[config.mk]
export PLATFORM = sky130hd
export DESIGN_NAME = subtractor_serial_4bit
export DESIGN_NICKNAME = d
export VERILOG_FILES = /design/src/rtl/subtractor_serial_4bit.sv
export SDC_FILE = /design/constraint.sdc
export NUM_CORES = 1
export LEC_CHECK = 0
export BUFFER_PORTS_ARGS = -buffer_cell sky130_fd_sc_hd__buf_2
export CAP_MARGIN = 0
export CORE_AREA = 4 4 52 54
export CTS_CLUSTER_DIAMETER = 50
export DETAILED_ROUTE_END_ITERATION = 8
export DIE_AREA = 0 0 56 58
export GPL_TIMING_DRIVEN = 0
export PLACE_DENSITY = 0.74
export SYNTH_ARGS = -nofsm -noshare
export SYNTH_HDL_FRONTEND = slang
export SYNTH_SLANG_ARGS = --single-unit
[constraint.sdc]
create_clock -name i_clk -period 1.4 [get_ports i_clk]
set_clock_uncertainty 0.15 [all_clocks]
set_input_delay 0.28 -clock i_clk [delete_from_list [all_inputs] [get_ports i_clk]]
set_output_delay 0.28 -clock i_clk [all_outputs]
set_load 0.1 [all_outputs]
[src/rtl/subtractor_serial_4bit.sv]
// rtl/subtractor_serial_4bit.sv - bit-serial subtractor, LSB first, one borrow flop, start/busy/done
module subtractor_serial_4bit #(
  parameter int WIDTH = 4
) (
  input  logic             i_clk,
  input  logic             i_rst,
  input  logic             i_start,
  input  logic [WIDTH-1:0] i_min,
  input  logic [WIDTH-1:0] i_sub,
  input  logic             i_pre_b,
  output logic             o_busy,
  output logic             o_done,
  output logic [WIDTH-1:0] o_diff,
  output logic             o_pro_b,
  output logic             o_ovf
);

  localparam int CNT_W = $clog2(WIDTH + 1);

  typedef enum logic [1:0] {S_IDLE, S_SHIFT, S_DONE} state_t;

  state_t             r_state;
  state_t             w_next;
  logic [WIDTH-1:0]   r_a;
  logic [WIDTH-1:0]   r_b;
  logic               r_br;
  logic [CNT_W-1:0]   r_cnt;
  logic               r_min_msb;
  logic               r_sub_msb;
  logic [WIDTH-1:0]   r_diff;
  logic               r_pro_b;
  logic               r_ovf;

  logic               w_accept;
  logic               w_last;
  logic               w_d;
  logic               w_br_next;
  logic [WIDTH-1:0]   w_res_next;

  // A start is taken in IDLE and in DONE, which gives back-to-back operation.
  assign w_accept   = i_start && (r_state != S_SHIFT);
  assign w_last     = (r_state == S_SHIFT) && (r_cnt == CNT_W'(WIDTH - 1));
  assign w_d        = r_a[0] ^ r_b[0] ^ r_br;
  assign w_br_next  = (~r_a[0] & r_b[0]) | (~(r_a[0] ^ r_b[0]) & r_br);
  // Difference bits enter the vacated MSB of the minuend register.
  assign w_res_next = {w_d, r_a[WIDTH-1:1]};

  always_ff @(posedge i_clk or posedge i_rst) begin
    if (i_rst) begin
      r_state <= S_IDLE;
    end else begin
      r_state <= w_next;
    end
  end

  always_comb begin
    w_next = r_state;
    case (r_state)
      S_IDLE:  if (w_accept) w_next = S_SHIFT;
      S_SHIFT: if (w_last) w_next = S_DONE;
      S_DONE:  w_next = w_accept ? S_SHIFT : S_IDLE;
      default: w_next = S_IDLE;
    endcase
  end

  always_ff @(posedge i_clk or posedge i_rst) begin
    if (i_rst) begin
      r_a       <= '0;
      r_b       <= '0;
      r_br      <= 1'b0;
      r_cnt     <= '0;
      r_min_msb <= 1'b0;
      r_sub_msb <= 1'b0;
      r_diff    <= '0;
      r_pro_b   <= 1'b0;
      r_ovf     <= 1'b0;
    end else if (w_accept) begin
      r_a       <= i_min;
      r_b       <= i_sub;
      r_br      <= i_pre_b;
      r_cnt     <= '0;
      r_min_msb <= i_min[WIDTH-1];
      r_sub_msb <= i_sub[WIDTH-1];
    end else if (r_state == S_SHIFT) begin
      r_a   <= w_res_next;
      r_b   <= {1'b0, r_b[WIDTH-1:1]};
      r_br  <= w_br_next;
      r_cnt <= r_cnt + CNT_W'(1);
      if (w_last) begin
        r_diff  <= w_res_next;
        r_pro_b <= w_br_next;
        r_ovf   <= (r_min_msb != r_sub_msb) && (w_d != r_min_msb);
      end
    end
  end

  assign o_busy  = (r_state == S_SHIFT);
  assign o_done  = (r_state == S_DONE);
  assign o_diff  = r_diff;
  assign o_pro_b = r_pro_b;
  assign o_ovf   = r_ovf;

endmodule

==> flow_summary.ini, run 1 <==
[sta]
rsz0062_at_grt = true
setup_viol_count_final = 8
fmax_mhz = 628.2
hold_ws_ps = -25.19
fin_crit_ps = 1592
hold_viol_final = 22
slew_headroom_pct = 44.08
worst_slack_ps = -191.8
min_period_over_period_pct = 113.7
tightest_slew_ps = 837.8
drv_slew = 0

[worst_setup_path]
start_kind = flop
worstSetupPathType = reg2reg
crit_fanout = 4
worstReg2RegStart = r_b[0]$_DFFE_PP0P_
rrSetupSlack_ps = -190
reg2reg_to = o_diff[3]$_DFFE_PP0P_
critPathRequiredTime_ps = 1440
r2r_cells = 4
crit_arrival_ps = 1630
crit_path_end_kind = flop

[yosys]
synth_area_mm2 = 0.001015
synthesis.nets = 101
synth_most_common_cell = dfrtp_1
yosys_warnings = 0
syn_avg_cell_area_um2 = 11.80
ys_seq_area_share_pct = 54.25
ys_ff_latch = 22
synthDominantCellAreaShare_pct = 54.25
synth_top_flop_cell = dfrtp_1
synth_cells = 86
yosysUniqueCellTypes = 22
netlist_top_cells_count = 22 x dfrtp_1, 13 x nand2_1, 9 x mux2i_1
synth-edff-count = 0
synth-async-reset-ratio_pct = 100.0
synthTopCellsByArea = dfrtp_1 54%, mux2i_1 8.9%, nand2_1 4.8%
yosysTopAreaCell = dfrtp_1

[floorplanning]
initial_core_util_pct = 45.87
die_h_um = 58
pin_count = 20
row_count = 17
die_w_um = 56
floorplan.die_area_mm2 = 0.003248
core_mm2 = 0.002212

[global_route]
grt_pass1_wl_mm = 3.677
grt-ovfl-total = 0
track_usage_pct = 14.70
grt_max_degree = 23
grt_pass1_vias = 803
antenna_found_initial = 0

[detailed_routing]
ant_nets = 0
drc_errors = 0
routed_wl_mm = 2.204
viasPerCell = 5.007
drt-initial-drc-count = 8
wl_per_cell_um = 14.69
drtPass1Iterations = 4
vias = 751

[min_path]
hold_path.class = in2async

[job]
maxCapViolations = 0

[placement]
numPortBuffers = 19
dp_hpwl_mm = 1.411
gp_congestion = 0.6683
place_ws_ps = -381.5

[cts]
cts.path.max_buffers = 2
clock_sinks = 22
cts-root-buf = clkbuf_4
tritoncts = done
insertion_delay_ps = 300
clk_pin_slew_ps = 120
htree_levels = 1
cts_made_buffers = 3

[cells_and_area]
fin_util_pct = 64.08
antenna_cells = 0
syn_to_final_growth_pct = 39.70
seq_area_um2 = 551.8
fin_nets = 139
multi_input_area_um2 = 456.7
fill_cells = 187
layout-drive-gt1-share_pct = 46.72

[outcome]
status = finished, violations left
violations = negative hold slack, negative setup slack
critical path: stages (launching register included):
cell and delay [ps]:
dfrtp_1 410, inv_2 60, fa_2 450, buf_4 150
mux2_4 250
final cells by class:
cell class,count,area share [%]
sequential,22,38.92
multi-input combinational,54,32.22
tap,28,2.471
clock buffer,3,1.589
buffer,1,0.7944
timing repair buffer,35,21.62
inverter,7,2.383
how the worst max path moves through the flow:
stage,depth (start not counted),slack [ps],end,startpoint
floorplan,5,-90,o_ovf$_DFFE_PP0P_,r_b[0]$_DFFE_PP0P_
global placement,5,-360,o_busy,r_state[0]$_DFFE_PP0P_
detailed placement,5,-380,o_busy,r_state[0]$_DFFE_PP0P_
CTS,5,-300,o_busy,r_state[1]$_DFFE_PP0P_
global route,4,-240,o_diff[3]$_DFFE_PP0P_,r_b[0]$_DFFE_PP0P_
finish,4,-190,o_diff[3]$_DFFE_PP0P_,r_b[0]$_DFFE_PP0P_
flip-flops by register name (all words and copies together) (netlist names):
name / cells
r_a: 4
r_b: 4
r_cnt: 3
o_ovf: 1
o_pro_b: 1
r_state: 2
o_diff: 4
r_min_msb: 1
r_br: 1
r_sub_msb: 1
logic make-up after synthesis:
kind of cell	synth area share (%)
flip-flops	54.25
AND/OR/NAND/NOR	10.36
AO/OA/AOI/OAI	8.015
multiplexers	16.28
buffers and inverters	6.658
adder cells (fa/ha/maj)	4.439
metal layers:
layer	GRT usage (%)	share of wire, %	vias up
met1	15.92	42	373
met2	28.21	53	15
met4	2.034	0.54	0
met3	5.122	4.7	2
li1	-	-	361
met5	0	0	-
repair_timing:
item / in CTS / in global routing
resized for setup: 22 / 12
buffers inserted: 12 / 5
pin swaps: 4 / 3
endpoints found under the hold margin: 11 / 0
endpoints found under the setup margin: 14 / 18
per-stage QoR:
stage	cell area (um^2)	TNS [ps]	std cells	hold slack [ps]
after floorplan	1061	-175.9	86	119.2
after global placement	1191	-762.6	133	309.0
after detailed placement	1191	-894.2	133	329.1
after CTS	1376	-1087	148	-1.548
after global routing	1418	-1320	150	42.87
final	1418	-864.1	150	-25.19
placed cells by master, fill, tap and decap left out:
master / n
o211a_1: 1
o22ai_1: 1
fa_2: 1
a21oi_2: 1
and3b_1: 1
buf_2: 11
nand2_4: 1
inv_2: 2
buf_8: 2
ha_2: 1
nand2_1: 13
nand3_1: 1
inv_1: 4
mux2i_1: 9
buf_12: 3
mux2_4: 6
nor2_1: 2
o21ai_1: 4
dfrtp_1: 21
clkbuf_4: 3
nand2b_4: 1
nand3b_4: 1
dfrtp_2: 1
nor2b_4: 1
a21oi_1: 1
buf_6: 6
inv_8: 1
buf_4: 14
ha_4: 1
o21ai_0: 7
Power of run 1 is not shown: default switching activity piles up to over one toggle a cycle in this logic, so the estimate is an artifact.
==> run 2, diff against run 1 <==
--- a/config.mk
+++ b/config.mk
@@ -5,14 +5,15 @@
 export SDC_FILE = /design/constraint.sdc
 export NUM_CORES = 1
 export LEC_CHECK = 0
+export ABC_AREA = 1
 export BUFFER_PORTS_ARGS = -buffer_cell sky130_fd_sc_hd__buf_2
 export CAP_MARGIN = 0
-export CORE_AREA = 4 4 52 54
+export CORE_AREA = 4 4 51 53
 export CTS_CLUSTER_DIAMETER = 50
 export DETAILED_ROUTE_END_ITERATION = 8
-export DIE_AREA = 0 0 56 58
+export DIE_AREA = 0 0 55 57
 export GPL_TIMING_DRIVEN = 0
-export PLACE_DENSITY = 0.74
+export PLACE_DENSITY = 0.75
 export SYNTH_ARGS = -nofsm -noshare
 export SYNTH_HDL_FRONTEND = slang
 export SYNTH_SLANG_ARGS = --single-unit
==> run 2 against run 1 <==
  * The flow still finishes with violations (negative hold slack, negative setup slack)
  * Sequential share of layout area shrank 1.0 points
  * Critical path depth shrank 1
  * First-iteration DRC count grew to 3.3 times the previous value
  * Cell area grew 2.5%
  * Register-to-register slack gained 60 ps
  * Die area shrank 3.5%
  * Final cell count grew 18%
  * Global-route usage grew 1.9 points
  * Non-clock buffer count shrank 2
  * Via count grew 20%
  * Largest cell class unchanged
  * Highest routed layer unchanged
==> flow_summary.ini, run 2 <==
[yosys]
synth_most_common_cell = nand2_1
synthDominantCellAreaShare_pct = 55.42
syn_avg_cell_area_um2 = 8.639
yosys_warnings = 0
synth_top_flop_cell = dfrtp_1
netlist_top_cells_count = 34 x nand2_1, 27 x nand3_1, 22 x dfrtp_1
ys_ff_latch = 22
synth-async-reset-ratio_pct = 100.0
yosysUniqueCellTypes = 19
yosysTopAreaCell = dfrtp_1
ys_seq_area_share_pct = 55.42
synth_area_um2 = 993.5
synth_cells = 115
synthTopCellsByArea = dfrtp_1 55%, nand3_1 14%, nand2_1 13%
synth-edff-count = 0
synthesis.nets = 130

[floorplanning]
floorplan.die_area_mm2 = 0.003135
die_h_um = 57
die_w_um = 55
row_count = 17
pin_count = 20
core_mm2 = 0.002148
initial_core_util_pct = 46.24

[cts]
cts_made_buffers = 3
cts-root-buf = clkbuf_4
cts.path.max_buffers = 2
clock_sinks = 22
htree_levels = 1
clk_pin_slew_ps = 140
insertion_delay_ps = 310
tritoncts = done

[global_route]
grt_max_degree = 23
grt-ovfl-total = 0
grt_pass1_vias = 861
antenna_found_initial = 0
grt_pass1_wl_mm = 3.815
track_usage_pct = 16.57

[cells_and_area]
final_common_cell = nand2_1
layout-drive-gt1-share_pct = 36.91
fill_cells = 159
antenna_cells = 0
fin_util_pct = 67.62
final_cell_mix = 32 x nand2_1, 26 x nand3_1, 22 x dfrtp_1, 12 x buf_2, 8 x buf_4
fin_nets = 165
syn_to_final_growth_pct = 46.22

[outcome]
violations = negative hold slack, negative setup slack
status = finished, violations left

[detailed_routing]
drtPass1Iterations = 4
wl_per_cell_um = 13.90
vias = 902
routed_wl_mm = 2.460
drc_errors = 0
ant_nets = 0
viasPerCell = 5.096
drt-initial-drc-count = 26

[sta]
min_period_over_period_pct = 110.9
fmax_mhz = 644.2
hold_viol_final = 22
tightest_slew_ps = 837.7
fin_crit_ps = 1552
hold_ws_ps = -39.48
rsz0062_at_grt = true
drv_slew = 0
slew_headroom_pct = 44.09
worst_slack_ps = -152.3
setup_viol_count_final = 4

[min_path]
hold_path.class = in2async

[worst_setup_path]
start_kind = flop
crit_path_end_kind = output pin
max_stage_delay_ps = 430
worstSetupPathType = reg2out
crit_chain = inv_2 > nor2_4 > buf_12
cp_slowest_cell = dfrtp_1
critPathTopFamily = flip-flops
crit_buf_inv = 2
critPathRequiredTime_ps = 970
crit_arrival_ps = 1120
crit_fanout = 2

[placement]
gp_congestion = 0.7499
numPortBuffers = 19
dp_hpwl_mm = 1.461

[job]
maxCapViolations = 0
-- run 2: cell count changes after synthesis, sizes merged, moves of 2 or more --
cell	previous run	this run
mux2	6	0
nand2	14	36
o21ai	11	3
inv	7	12
mux2i	9	0
nor2	2	4
nand3	1	27
-- run 2: what timing repair did --
action	CTS	global route
resized for setup	31	23
pin swaps	5	7
endpoints found under the setup margin	14	23
setup buffers	5	6
gates cloned	0	1
hold endpoints to repair	13	0
-- run 2: area by class of cell --
type / instances / area (um^2) / area share [%]
buffer: 3 / 26.28 / 1.809
clock buffer: 3 / 22.52 / 1.550
tap: 28 / 35.03 / 2.412
inverter: 13 / 48.80 / 3.359
clock inverter: 1 / 30.03 / 2.067
multi-input combinational: 76 / 439.2 / 30.23
timing repair buffer: 31 / 300.3 / 20.67
sequential: 22 / 550.5 / 37.90
-- run 2: through the flow --
step / instance area (um^2) / hold slack, ps / worst slack [ps] / TNS (ps) / cells
CTS: 1326 / -1.819 / -171.5 / -455.2 / 171
floorplan: 1001 / 119.2 / -32.38 / -32.38 / 115
global placement: 1131 / 306.4 / -290.8 / -380.4 / 162
detailed placement: 1131 / 313.8 / -283.6 / -405.1 / 162
global route: 1453 / 19.21 / -204.3 / -831.6 / 177
finish: 1453 / -39.48 / -152.3 / -523.5 / 177
-- run 2: metal layers --
layer	track usage (%)	share of wire [%]	vias up
met5	0	0	-
met3	3.133	7.0	4
met1	23.22	41	427
met4	6.944	1.3	0
li1	-	-	435
met2	24.83	51	36
-- run 2: cell families after synthesis --
group / after synthesis / synth area share (%)
compound gates: 5 / 2.644
fa+ha+maj: 3 / 4.534
buf+inv: 17 / 7.303
flops: 22 / 55.42
simple gates: 68 / 30.10
-- run 2: path summary, 6_finish.rpt --
path	start	cells after the start	to	slack, ps
setup / recovery	r_state[1]$_DFFE_PP0P_	3	o_done	-150
hold / removal	i_rst	2	r_b[1]$_DFFE_PP0P_	-40
setup reg to reg	r_b[0]$_DFFE_PP0P_	7	o_ovf$_DFFE_PP0P_	-130
hold reg to reg	r_b[3]$_DFFE_PP0P_	2	r_b[3]$_DFFE_PP0P_	350
max in group asynchronous	i_rst	2	r_b[2]$_DFFE_PP0P_	620
min in group i_clk	i_pre_b	3	r_br$_DFFE_PP0P_	40
-- run 2: worst reg2reg max path, stage by stage, from the launching register on --
cell and delay [ps]:
dfrtp_1 390, inv_2 50, fa_2 590, inv_2 50, nand3_2 50, nand2_1 50
nand2_1 60, nand2_1 50
Power of run 2 is left out for the same reason.
